**src/rtl/sd_spi_init_if.sv**
```systemverilog
// SD card SPI pins plus the control/status handshake of the initialisation engine.
// With SD_OCR_READ_EN defined the bundle also carries card_hc.
interface sd_spi_init_if;
    logic       start;
    logic       sd_miso;
    logic       sd_sclk;
    logic       sd_cs;
    logic       sd_mosi;
    logic       busy;
    logic       done;
    logic       error;
    logic [2:0] err_code;
    logic       card_v2;
    logic [7:0] last_r1;
`ifdef SD_OCR_READ_EN
    logic       card_hc;

    modport master (
        input  start, sd_miso,
        output sd_sclk, sd_cs, sd_mosi, busy, done, error, err_code, card_v2, last_r1, card_hc
    );
    modport slave (
        output start, sd_miso,
        input  sd_sclk, sd_cs, sd_mosi, busy, done, error, err_code, card_v2, last_r1, card_hc
    );
`else
    modport master (
        input  start, sd_miso,
        output sd_sclk, sd_cs, sd_mosi, busy, done, error, err_code, card_v2, last_r1
    );
    modport slave (
        output start, sd_miso,
        input  sd_sclk, sd_cs, sd_mosi, busy, done, error, err_code, card_v2, last_r1
    );
`endif
endinterface

```
**src/rtl/sd_spi_init_ctrl.sv**
```systemverilog
// SPI-mode SD card initialisation: power-up clocks, CMD0, CMD8, CMD55/ACMD41 loop.
// Define SD_OCR_READ_EN to append CMD58 and report the OCR CCS bit on card_hc.
module sd_spi_init_ctrl #(
    parameter int CLK_DIV         = 4,
    parameter int POWER_ON_CYCLES = 80,
    parameter int RESP_TIMEOUT    = 8,
    parameter int ACMD41_RETRIES  = 1000,
    parameter int GAP_CYCLES      = 8
) (
    input  logic          clk,
    input  logic          res,
    sd_spi_init_if.master bus
);
    typedef enum logic [2:0] {
        S_IDLE, S_POWERUP, S_SEND, S_WAIT_R1, S_READ_EXT, S_GAP, S_DONE, S_ERR
    } state_e;

    typedef enum logic [2:0] {
        C_CMD0, C_CMD8, C_CMD55, C_ACMD41, C_CMD58
    } cmd_e;

    localparam int DIV_W   = (CLK_DIV > 1) ? $clog2(CLK_DIV) : 1;
    localparam int CNT_MAX = (POWER_ON_CYCLES > GAP_CYCLES)
                           ? ((POWER_ON_CYCLES > 48) ? POWER_ON_CYCLES : 48)
                           : ((GAP_CYCLES > 48) ? GAP_CYCLES : 48);
    localparam int CNT_W   = $clog2(CNT_MAX + 1);
    localparam int TO_W    = $clog2(RESP_TIMEOUT + 1);
    localparam int RT_W    = $clog2(ACMD41_RETRIES + 1);
`ifdef SD_OCR_READ_EN
    localparam int EXT_W   = 31;
`else
    localparam int EXT_W   = 12;
`endif

    localparam logic [DIV_W-1:0] DIV_LAST  = DIV_W'(CLK_DIV - 1);
    localparam logic [CNT_W-1:0] PWR_LAST  = CNT_W'(POWER_ON_CYCLES - 1);
    localparam logic [CNT_W-1:0] SEND_LAST = CNT_W'(47);
    localparam logic [CNT_W-1:0] EXT_LAST  = CNT_W'(31);
    localparam logic [CNT_W-1:0] GAP_LAST  = CNT_W'(GAP_CYCLES - 1);
    localparam logic [CNT_W-1:0] BYTE_LAST = CNT_W'(7);
    localparam logic [TO_W-1:0]  TO_LAST   = TO_W'(RESP_TIMEOUT - 1);
    localparam logic [RT_W-1:0]  RT_LIMIT  = RT_W'(ACMD41_RETRIES);

    state_e           state_reg, state_next;
    cmd_e             cmd_reg, cmd_next;
    logic [2:0]       err_code_reg, err_code_next;
    logic             card_v2_reg, card_v2_next;
    logic [RT_W-1:0]  retry_reg, retry_next;
    logic [7:0]       last_r1_reg, last_r1_next;
`ifdef SD_OCR_READ_EN
    logic             card_hc_reg, card_hc_next;
`endif

    logic [DIV_W-1:0] div_cnt_reg;
    logic             sclk_reg;
    logic [CNT_W-1:0] bit_cnt_reg;
    logic [TO_W-1:0]  byte_cnt_reg;
    logic [47:0]      shift_reg;
    logic [47:0]      frame_next;
    logic [7:0]       rx_reg;
    logic [EXT_W-1:0] ext_reg;

    logic busy_int, cs_int, mosi_int;
    logic tick, rise, fall;

    assign tick = busy_int && (div_cnt_reg == DIV_LAST);
    assign rise = tick && !sclk_reg;
    assign fall = tick && sclk_reg;

    always_ff @(posedge clk or posedge res) begin
        if (res) begin
            state_reg    <= S_IDLE;
            cmd_reg      <= C_CMD0;
            err_code_reg <= 3'd0;
            card_v2_reg  <= 1'b0;
            retry_reg    <= '0;
            last_r1_reg  <= 8'hFF;
`ifdef SD_OCR_READ_EN
            card_hc_reg  <= 1'b0;
`endif
        end else begin
            state_reg    <= state_next;
            cmd_reg      <= cmd_next;
            err_code_reg <= err_code_next;
            card_v2_reg  <= card_v2_next;
            retry_reg    <= retry_next;
            last_r1_reg  <= last_r1_next;
`ifdef SD_OCR_READ_EN
            card_hc_reg  <= card_hc_next;
`endif
        end
    end

    // Every exit from a clocked state happens on an SCLK falling edge, so MOSI/CS never move while SCLK is high.
    always_comb begin
        state_next    = state_reg;
        cmd_next      = cmd_reg;
        err_code_next = err_code_reg;
        card_v2_next  = card_v2_reg;
        retry_next    = retry_reg;
        last_r1_next  = last_r1_reg;
`ifdef SD_OCR_READ_EN
        card_hc_next  = card_hc_reg;
`endif
        case (state_reg)
            S_IDLE, S_DONE, S_ERR: begin
                if (bus.start) begin
                    state_next    = S_POWERUP;
                    cmd_next      = C_CMD0;
                    err_code_next = 3'd0;
                    card_v2_next  = 1'b0;
                    retry_next    = '0;
`ifdef SD_OCR_READ_EN
                    card_hc_next  = 1'b0;
`endif
                end
            end
            S_POWERUP: if (fall && bit_cnt_reg == PWR_LAST) state_next = S_SEND;
            S_SEND:    if (fall && bit_cnt_reg == SEND_LAST) state_next = S_WAIT_R1;
            S_WAIT_R1: begin
                if (fall && bit_cnt_reg == BYTE_LAST) begin
                    if (!rx_reg[7]) begin
                        last_r1_next = rx_reg;
                        state_next   = S_GAP;
                        case (cmd_reg)
                            C_CMD0: begin
                                if (rx_reg == 8'h01) cmd_next = C_CMD8;
                                else begin state_next = S_ERR; err_code_next = 3'd1; end
                            end
                            C_CMD8: begin
                                if (rx_reg == 8'h01) state_next = S_READ_EXT;
                                else if (rx_reg[2]) begin
                                    card_v2_next = 1'b0;
                                    cmd_next     = C_CMD55;
                                end else begin state_next = S_ERR; err_code_next = 3'd2; end
                            end
                            C_CMD55: begin
                                if (rx_reg[7:1] == 7'd0) cmd_next = C_ACMD41;
                                else begin state_next = S_ERR; err_code_next = 3'd3; end
                            end
                            C_ACMD41: begin
                                if (rx_reg == 8'h00) begin
`ifdef SD_OCR_READ_EN
                                    cmd_next   = C_CMD58;
`else
                                    state_next = S_DONE;
`endif
                                end else if (rx_reg == 8'h01) begin
                                    retry_next = retry_reg + 1'b1;
                                    if (retry_next == RT_LIMIT) begin
                                        state_next = S_ERR; err_code_next = 3'd4;
                                    end else cmd_next = C_CMD55;
                                end else begin state_next = S_ERR; err_code_next = 3'd4; end
                            end
                            default: begin
                                if (rx_reg == 8'h00) state_next = S_READ_EXT;
                                else begin state_next = S_ERR; err_code_next = 3'd6; end
                            end
                        endcase
                    end else if (byte_cnt_reg == TO_LAST) begin
                        // CMD0 silence has its own code; CMD58 silence reports its command code.
                        state_next = S_ERR;
                        case (cmd_reg)
                            C_CMD0:  err_code_next = 3'd1;
                            C_CMD58: err_code_next = 3'd6;
                            default: err_code_next = 3'd5;
                        endcase
                    end
                end
            end
            S_READ_EXT: begin
                if (fall && bit_cnt_reg == EXT_LAST) begin
                    if (cmd_reg == C_CMD8) begin
                        if (ext_reg[11:0] == 12'h1AA) begin
                            card_v2_next = 1'b1;
                            cmd_next     = C_CMD55;
                            state_next   = S_GAP;
                        end else begin state_next = S_ERR; err_code_next = 3'd2; end
                    end else begin
`ifdef SD_OCR_READ_EN
                        card_hc_next = ext_reg[30];
`endif
                        state_next   = S_DONE;
                    end
                end
            end
            S_GAP:   if (fall && bit_cnt_reg == GAP_LAST) state_next = S_SEND;
            default: state_next = S_IDLE;
        endcase
    end

    always_comb begin
        case (cmd_next)
            C_CMD8:   frame_next = 48'h48000001AA87;
            C_CMD55:  frame_next = 48'h770000000065;
            C_ACMD41: frame_next = card_v2_next ? 48'h694000000077 : 48'h690000000001;
`ifdef SD_OCR_READ_EN
            C_CMD58:  frame_next = 48'h7A00000000FD;
`endif
            default:  frame_next = 48'h400000000095;
        endcase
    end

    always_ff @(posedge clk or posedge res) begin
        if (res) begin
            div_cnt_reg  <= '0;
            sclk_reg     <= 1'b0;
            bit_cnt_reg  <= '0;
            byte_cnt_reg <= '0;
            shift_reg    <= '1;
            rx_reg       <= 8'hFF;
            ext_reg      <= '0;
        end else begin
            if (!busy_int) begin
                div_cnt_reg <= '0;
                sclk_reg    <= 1'b0;
            end else if (tick) begin
                div_cnt_reg <= '0;
                sclk_reg    <= !sclk_reg;
            end else begin
                div_cnt_reg <= div_cnt_reg + 1'b1;
            end

            if (rise) begin
                rx_reg  <= {rx_reg[6:0], bus.sd_miso};
                ext_reg <= {ext_reg[EXT_W-2:0], bus.sd_miso};
            end

            if (state_next != state_reg) begin
                bit_cnt_reg  <= '0;
                byte_cnt_reg <= '0;
            end else if (fall) begin
                if (state_reg == S_WAIT_R1 && bit_cnt_reg == BYTE_LAST) begin
                    bit_cnt_reg  <= '0;
                    byte_cnt_reg <= byte_cnt_reg + 1'b1;
                end else begin
                    bit_cnt_reg  <= bit_cnt_reg + 1'b1;
                end
            end

            if (state_next == S_SEND && state_reg != S_SEND)
                shift_reg <= frame_next;
            else if (state_reg == S_SEND && fall)
                shift_reg <= {shift_reg[46:0], 1'b1};
        end
    end

    always_comb begin
        busy_int = 1'b0;
        cs_int   = 1'b1;
        mosi_int = 1'b1;
        case (state_reg)
            S_POWERUP, S_GAP: busy_int = 1'b1;
            S_SEND: begin
                busy_int = 1'b1;
                cs_int   = 1'b0;
                mosi_int = shift_reg[47];
            end
            S_WAIT_R1, S_READ_EXT: begin
                busy_int = 1'b1;
                cs_int   = 1'b0;
            end
            default: ;
        endcase
    end

    assign bus.sd_sclk  = sclk_reg;
    assign bus.sd_cs    = cs_int;
    assign bus.sd_mosi  = mosi_int;
    assign bus.busy     = busy_int;
    assign bus.done     = (state_reg == S_DONE);
    assign bus.error    = (state_reg == S_ERR);
    assign bus.err_code = err_code_reg;
    assign bus.card_v2  = card_v2_reg;
    assign bus.last_r1  = last_r1_reg;
`ifdef SD_OCR_READ_EN
    assign bus.card_hc  = card_hc_reg;
`endif
endmodule
```
**src/flat_wrapper.sv**
```systemverilog
// flat-port wrapper written by rule: the top's interface ports become plain ports
module sd_spi_init_ctrl_flat 
#(
    parameter int CLK_DIV         = 4,
    parameter int POWER_ON_CYCLES = 80,
    parameter int RESP_TIMEOUT    = 8,
    parameter int ACMD41_RETRIES  = 1000,
    parameter int GAP_CYCLES      = 8
)
  (clk, res, bus_start, bus_sd_miso, bus_sd_sclk, bus_sd_cs, bus_sd_mosi, bus_busy, bus_done, bus_error, bus_err_code, bus_card_v2, bus_last_r1);
  sd_spi_init_if bus_i ();
  input  logic clk;
  input  logic res;
  input wire logic [$bits(bus_i.start)-1:0] bus_start;
  input wire logic [$bits(bus_i.sd_miso)-1:0] bus_sd_miso;
  output wire logic [$bits(bus_i.sd_sclk)-1:0] bus_sd_sclk;
  output wire logic [$bits(bus_i.sd_cs)-1:0] bus_sd_cs;
  output wire logic [$bits(bus_i.sd_mosi)-1:0] bus_sd_mosi;
  output wire logic [$bits(bus_i.busy)-1:0] bus_busy;
  output wire logic [$bits(bus_i.done)-1:0] bus_done;
  output wire logic [$bits(bus_i.error)-1:0] bus_error;
  output wire logic [$bits(bus_i.err_code)-1:0] bus_err_code;
  output wire logic [$bits(bus_i.card_v2)-1:0] bus_card_v2;
  output wire logic [$bits(bus_i.last_r1)-1:0] bus_last_r1;
  assign bus_i.start = bus_start;
  assign bus_i.sd_miso = bus_sd_miso;
  assign bus_sd_sclk = bus_i.sd_sclk;
  assign bus_sd_cs = bus_i.sd_cs;
  assign bus_sd_mosi = bus_i.sd_mosi;
  assign bus_busy = bus_i.busy;
  assign bus_done = bus_i.done;
  assign bus_error = bus_i.error;
  assign bus_err_code = bus_i.err_code;
  assign bus_card_v2 = bus_i.card_v2;
  assign bus_last_r1 = bus_i.last_r1;
  sd_spi_init_ctrl #(.CLK_DIV(CLK_DIV), .POWER_ON_CYCLES(POWER_ON_CYCLES), .RESP_TIMEOUT(RESP_TIMEOUT), .ACMD41_RETRIES(ACMD41_RETRIES), .GAP_CYCLES(GAP_CYCLES)) u_core (.clk(clk), .res(res), .bus(bus_i));
endmodule
```
**config.mk**
```make
export PLATFORM = sky130hd
export DESIGN_NAME = sd_spi_init_ctrl_flat
export DESIGN_NICKNAME = d
export VERILOG_FILES = /design/src/rtl/sd_spi_init_if.sv /design/src/rtl/sd_spi_init_ctrl.sv /design/src/flat_wrapper.sv
export SDC_FILE = /design/constraint.sdc
export NUM_CORES = 1
export LEC_CHECK = 0
export BUFFER_PORTS_ARGS = -buffer_cell sky130_fd_sc_hd__buf_2
export CAP_MARGIN = 40
export CORE_MARGIN = 5
export CORE_UTILIZATION = 40
export CTS_BUF_LIST = sky130_fd_sc_hd__clkbuf_4
export DETAILED_ROUTE_END_ITERATION = 6
export GPL_TIMING_DRIVEN = 0
export PLACE_DENSITY = 0.54
export SLEW_MARGIN = 0
export SYNTH_ARGS = -nofsm -noshare
export SYNTH_HDL_FRONTEND = slang
export SYNTH_SLANG_ARGS = --single-unit
```
**constraint.sdc**
```tcl
create_clock -name clk -period 8.8 [get_ports clk]
set_input_delay 1.32 -clock clk [delete_from_list [all_inputs] [get_ports clk]]
set_output_delay 1.32 -clock clk [all_outputs]
set_load 0.05 [all_outputs]
```
==> Word-level counts from Yosys, hierarchy flattened <==
Index checks and enable logic that the tools add are counted.
{ "word_totals": {"regBits": 110, "wordCells": 176, "output_inout_bits": 18, "inputBits": 4} }
{ "op_classes": {"muxes": 87, "n_reduce_logical": 27, "n_eq_ne": 44, "addsub": 4, "bitwise": 1} }
{ "op_table": {"columns": ["operator", "count"], "rows": [
  ["case mux 48 bit (3 select lines)", 1],
  ["two-way mux 3 bit", 38],
  ["two-way mux 48 bit", 2],
  ["two-way mux 10 bit", 6],
  ["two-way mux 39 bit", 1],
  ["case mux 3 bit (4 select lines)", 3],
  ["equality test 3 x 2 -> 1 bit, second input constant", 7],
  ["two-way mux 7 bit", 3],
  ["two-way mux 2 bit", 10],
  ["inequality test 4 x 3 -> 1 bit, second input constant", 5],
  ["case mux 10 bit (2 select lines)", 1],
  ["case mux 3 bit (3 select lines)", 2],
  ["case mux 3 bit (6 select lines)", 1],
  ["equality test 3 bit, second input constant", 5],
  ["two-way mux 1 bit", 14],
  ["AND reduction 14 bit", 1],
  ["equality test 12 x 9 -> 1 bit, second input constant", 1],
  ["two-way mux 4 bit", 3],
  ["inequality test 2 bit, second input constant", 6],
  ["adder 10 x 1 -> 10 bit, second input constant", 1],
  ["equality test 10 bit, second input constant", 1],
  ["logical AND 1 bit", 10],
  ["equality test 3 x 1 -> 1 bit, second input constant", 3],
  ["equality test 8 x 1 -> 1 bit, second input constant", 1],
  ["other kinds (29)", 37]
]} }

==> Depth between registers and ports, before layout <==
{ "logic_depth": {"ltp_word": 12, "depth_mapped": 10, "ltp_nobuf": 9} }

==> Least setup slack after synthesis <==
OpenSTA, ideal clock, no wires.
{ "synth_path": {"kind": "input -> register", "from": "in bus_start", "to": "reg u_core.bit_cnt_reg[4]", "arrival_time_ns": 2.997, "setup_ns": 0.101, "cell_stages": 8, "required_ns": 8.699, "n_path_buf": 1, "setup_slack_ns": 5.702, "path_cell_list": "clkbuf_1 > a21bo_2 > o21ai_0 > a41oi_1 > o22ai_1 > o41ai_1 > nand3_2 > nor4_1"} }
{ "synth_between": {"elab_chain_cells": 4, "word_cells_on_any_way": 5, "classes_between": "eq/ne: 1; mux: 3; reduce/logical: 1"} }
{ "synth_rtl": {"columns": ["element", "line_no", "source"], "rows": [
  ["start, declared", "flat_wrapper.sv:14", "input wire logic [$bits(bus_i.start)-1:0] bus_start;"],
  ["two-way mux 3 bit *", "sd_spi_init_ctrl.sv:107", "if (bus.start) begin"],
  ["case mux 3 bit (6 select lines) *", "sd_spi_init_ctrl.sv:105", "case (state_reg)"],
  ["inequality test 3 bit *", "sd_spi_init_ctrl.sv:229", "if (state_next != state_reg) begin"],
  ["two-way mux 7 bit / nonzero test 2 bit (equally long branches)", null, null],
  ["end signal, assigned", "sd_spi_init_ctrl.sv:237", "bit_cnt_reg <= bit_cnt_reg + 1'b1;"],
  ["end, declared", "sd_spi_init_ctrl.sv:56", "logic [CNT_W-1:0] bit_cnt_reg;"]
]} }
Mark *: on every way between the ends. The rest lies on a longest branch, timed or not.
A chain may end at the register's enable or synchronous reset.

==> Worst setup path after layout <==
{ "layout_path": {"from": "reg u_core.state_reg[1]", "to": "out bus_sd_mosi"} }
{ "layout_between": {"elab_chain_cells": 2} }
{ "layout_rtl": {"columns": ["element", "line_no", "source"], "rows": [
  ["start, declared", "sd_spi_init_ctrl.sv:44", "state_e state_reg, state_next;"],
  ["start signal, assigned", "sd_spi_init_ctrl.sv:82", "state_reg <= state_next;"],
  ["equality test 3 x 2 -> 1 bit", "sd_spi_init_ctrl.sv:252", "case (state_reg)"],
  ["two-way mux 1 bit", "sd_spi_init_ctrl.sv:252", null],
  ["end, declared", "flat_wrapper.sv:18", "output wire logic [$bits(bus_i.sd_mosi)-1:0] bus_sd_mosi;"]
]} }
Every way passes these cells.

==> run_results.csv <==
group,metric,value,unit
grt,grt_use_met2,26.1,%
logic_synthesis,synth_commonest_cells,"113 x nand2_1, 63 x dfstp_2, 46 x dfrtp_1, 43 x a21oi_1, 37 x nor2_1",
cts,cts_hold_repair.buffers,0,
cells_and_area,largest_register_ffs,47,
grt,grt_pass1_wl,23.1,mm
logic_synthesis,yosysTopAreaCell,"dfstp_2",
cts,post-cts-setup-buffer-count,0,
cells_and_area,multi_input_comb_area,2800,µm²
worst_setup_path,critical_path_arrival,2.15,ns
timing,hold_vio_cnt_final,0,
drt,drtPass1Iterations,5,
pwr,total_power_divided_by_cell_area,239,nW/µm²
cells_and_area,fillCellCount,1386,
drt,antenna_violating_nets_post_route,0,
timing,finalSetupViolations,0,
grt,grt-ovfl-total,0,
worst_setup_path,critPathLaunchType,"register",
logic_synthesis,synthesis.yosys.warnings,0,
cts,clk_pin_slew_worst_paths,0.18,ns
worst_hold_path,hold_path.class,"reg -> reg",
pwr,power_leakage,2.55,nW
logic_synthesis,synth.area.top_cells,"dfstp_2 28%, dfrtp_1 20%, nand2_1 7.3%",
drt,viasPerCell,5.63,
floorplanning,ioPinCount,22,
logic_synthesis,post-synth-top-count-cell,"nand2_1",
grt,vias_in_the_first_global_route,4506,
floorplanning,core_region_area,14400,µm²
grt,pin_count_of_the_biggest_net_entering_global_routing,66,
logic_synthesis,ys_seq_area_share,48.3,%
place,place_inst,822,
timing,rel_slew_slack,44.6,%
cts,tritoncts.num_buffers,9,
cells_and_area,nNetsFinal,659,
floorplanning,floorplan.initialDensity,40.4,%
grt,grt.met3_usage,4.72,%
cts,clkSinkCount,109,
worst_setup_path,critical_path_end_type,"output port",
logic_synthesis,syn-cell-area,5810,µm²
grt,groute.usage.overall,17.0,%
cells_and_area,post_route_cells_drive_above_1_share,24.4,%
place,gp_congestion,0.872,
drt,wl,13.9,mm
timing,slew_of_the_pin_with_the_lowest_slew_margin,0.826,ns
flow_run,number_of_max_cap_violations,0,
cts,cts_tree,"done",
outcome,run_status,"completed",
cts,root_buffer_selected_by_cts,"clkbuf_4",
logic_synthesis,synthesized_area_per_cell,9.45,µm²
logic_synthesis,netlist_instances,615,
floorplanning,overall_die_height,131,µm
timing,fin_crit_sh,39.5,%
logic_synthesis,syn_nets,624,
logic_synthesis,yosysUniqueCellTypes,70,
pwr,report.power.total,1.52,mW
place,io_buffers,20,
cts,clock_tree.htree_level_count,3,
drt,wl_per_cell,16.5,µm
floorplanning,die_x,131,µm
timing,max_freq,0.288,GHz
cts,insertion_delay,0.50,ns
cells_and_area,area.growth.synth_to_final,8.93,%
worst_setup_path,crit_path_max_fanout,10,
logic_synthesis,share_of_flip_flops_with_an_asynchronous_set_or_reset_after_synthesis,100,%
cells_and_area,sequential_area,2810,µm²
worst_setup_path,required_time_of_the_worst_setup_path,7.48,ns
cts,ctsResizeCount,0,
timing,finalCriticalPeriod,3.47,ns
timing,slew_violations,0,
grt,grt_antenna_before_repair,1,
place,dp_hpwl,9.97,mm
logic_synthesis,synth-edff-count,0,
timing,worst_clock_skew,0.0218,ns
logic_synthesis,synth_largest_type_area_fraction,28.5,%
cells_and_area,final_area,6330,µm²
cells_and_area,fin_cells,840,
drt,remaining_drc_errors,0,
floorplanning,die-area,17000,µm²
grt,globalRouteMet1Util,23.2,%
grt,gr-max-usage-layer,"met2",
worst_setup_path,critical_path_class,"reg -> out",
logic_synthesis,synth_flop_cell,"dfstp_2",
drt,detailroute.via_count,4732,
pwr,worst_ir_drop_vdd,0.122,mV
timing,grt_setup_unrepaired,"no",
logic_synthesis,flops_latches_synth,109,
timing,tns,0,ns
cts,clk_path_buf_depth,2,
place,place_area,6190,µm²
floorplanning,placementRows,44,
drt,initialDrtViolationCount,339,
## where the power goes
group | internal [mW] | leakage, nW | switching, mW | total, mW
Clock | 0.0700 | 0.0773 | 0.187 | 0.257
Combinational | 0.183 | 1.21 | 0.229 | 0.412
Sequential | 0.727 | 1.26 | 0.120 | 0.847
## cell families after synthesis
| kind of cell | Yosys count | synth area share, % |
|---|---|---|
| AND/OR/NAND/NOR | 272 | 24.2 |
| AO/OA/AOI/OAI | 132 | 14.5 |
| flip-flops | 109 | 48.3 |
| multiplexers | 35 | 6.63 |
| adder cells (fa/ha/maj) | 6 | 1.25 |
| buffers and inverters | 50 | 3.49 |
| XOR/XNOR | 11 | 1.66 |
## metrics by stage
step                util [%]  hold WS (ns)  setup WS, ns
floorplan                  -         0.415          4.71
global placement        42.7         0.435          3.39
detailed placement      43.1         0.443          4.79
CTS                     44.0         0.465          5.31
global route            44.1         0.460          5.23
finish                  44.1         0.456          5.33
## cell usage in the layout, fill, tap and decap left out, drive strengths merged, types with 4 or more instances in the layout
cell type and instances:
nand2 114, dfstp 63, dfrtp 46, a21oi 44
clkbuf 40, nor2 37, buf 31, o21ai 29
mux2 28, nor3 21, nand3 16, inv 16
nand4 13, a31oi 10, and3 10, nor4 9
and2 9, o31ai 7, mux2i 7, xor2 6
o211ai 5, o31a 5, a41oi 5, xnor2 5
nand2b 5, nand3b 5, ha 5, or4 5
o21a 4
## worst paths after layout
check,slack (ns),cells after the start,startpoint,end
worst max-delay path,5.33,5,u_core.state_reg[1],bus_sd_mosi
worst min-delay path,0.46,1,u_core.div_cnt_reg[0],u_core.div_cnt_reg[0]
worst max register to register,5.46,9,u_core.bit_cnt_reg[0],u_core.retry_reg[6]
worst min register to register,0.46,1,u_core.div_cnt_reg[0],u_core.div_cnt_reg[0]
max in group asynchronous,7.18,3,res,u_core.shift_reg[43]
min in group asynchronous,0.86,2,res,u_core.ext_reg[8]
## layer usage
layer  up-vias  routed length [µm]
li1       2283                   -
met1      2296                6590
met2       126                6300
met3        27                 659
met4         0                 350
met5         -                   0
## cell type report
type	instances	area share, %
antenna	1	0.0395
buffer	38	2.49
clock buffer	10	1.19
clock inverter	6	0.949
inverter	12	0.751
multi-input combinational	456	44.3
sequential	109	44.3
tap	184	3.64
timing repair buffer	24	2.35
## critical path: stages, from the launching register on
cell      delay (ns)
dfrtp_1         0.44
buf_2           0.24
buf_2           0.25
nand2b_1        0.17
or3_1           0.34
buf_2           0.22
Power figures use the tool's default switching activity.
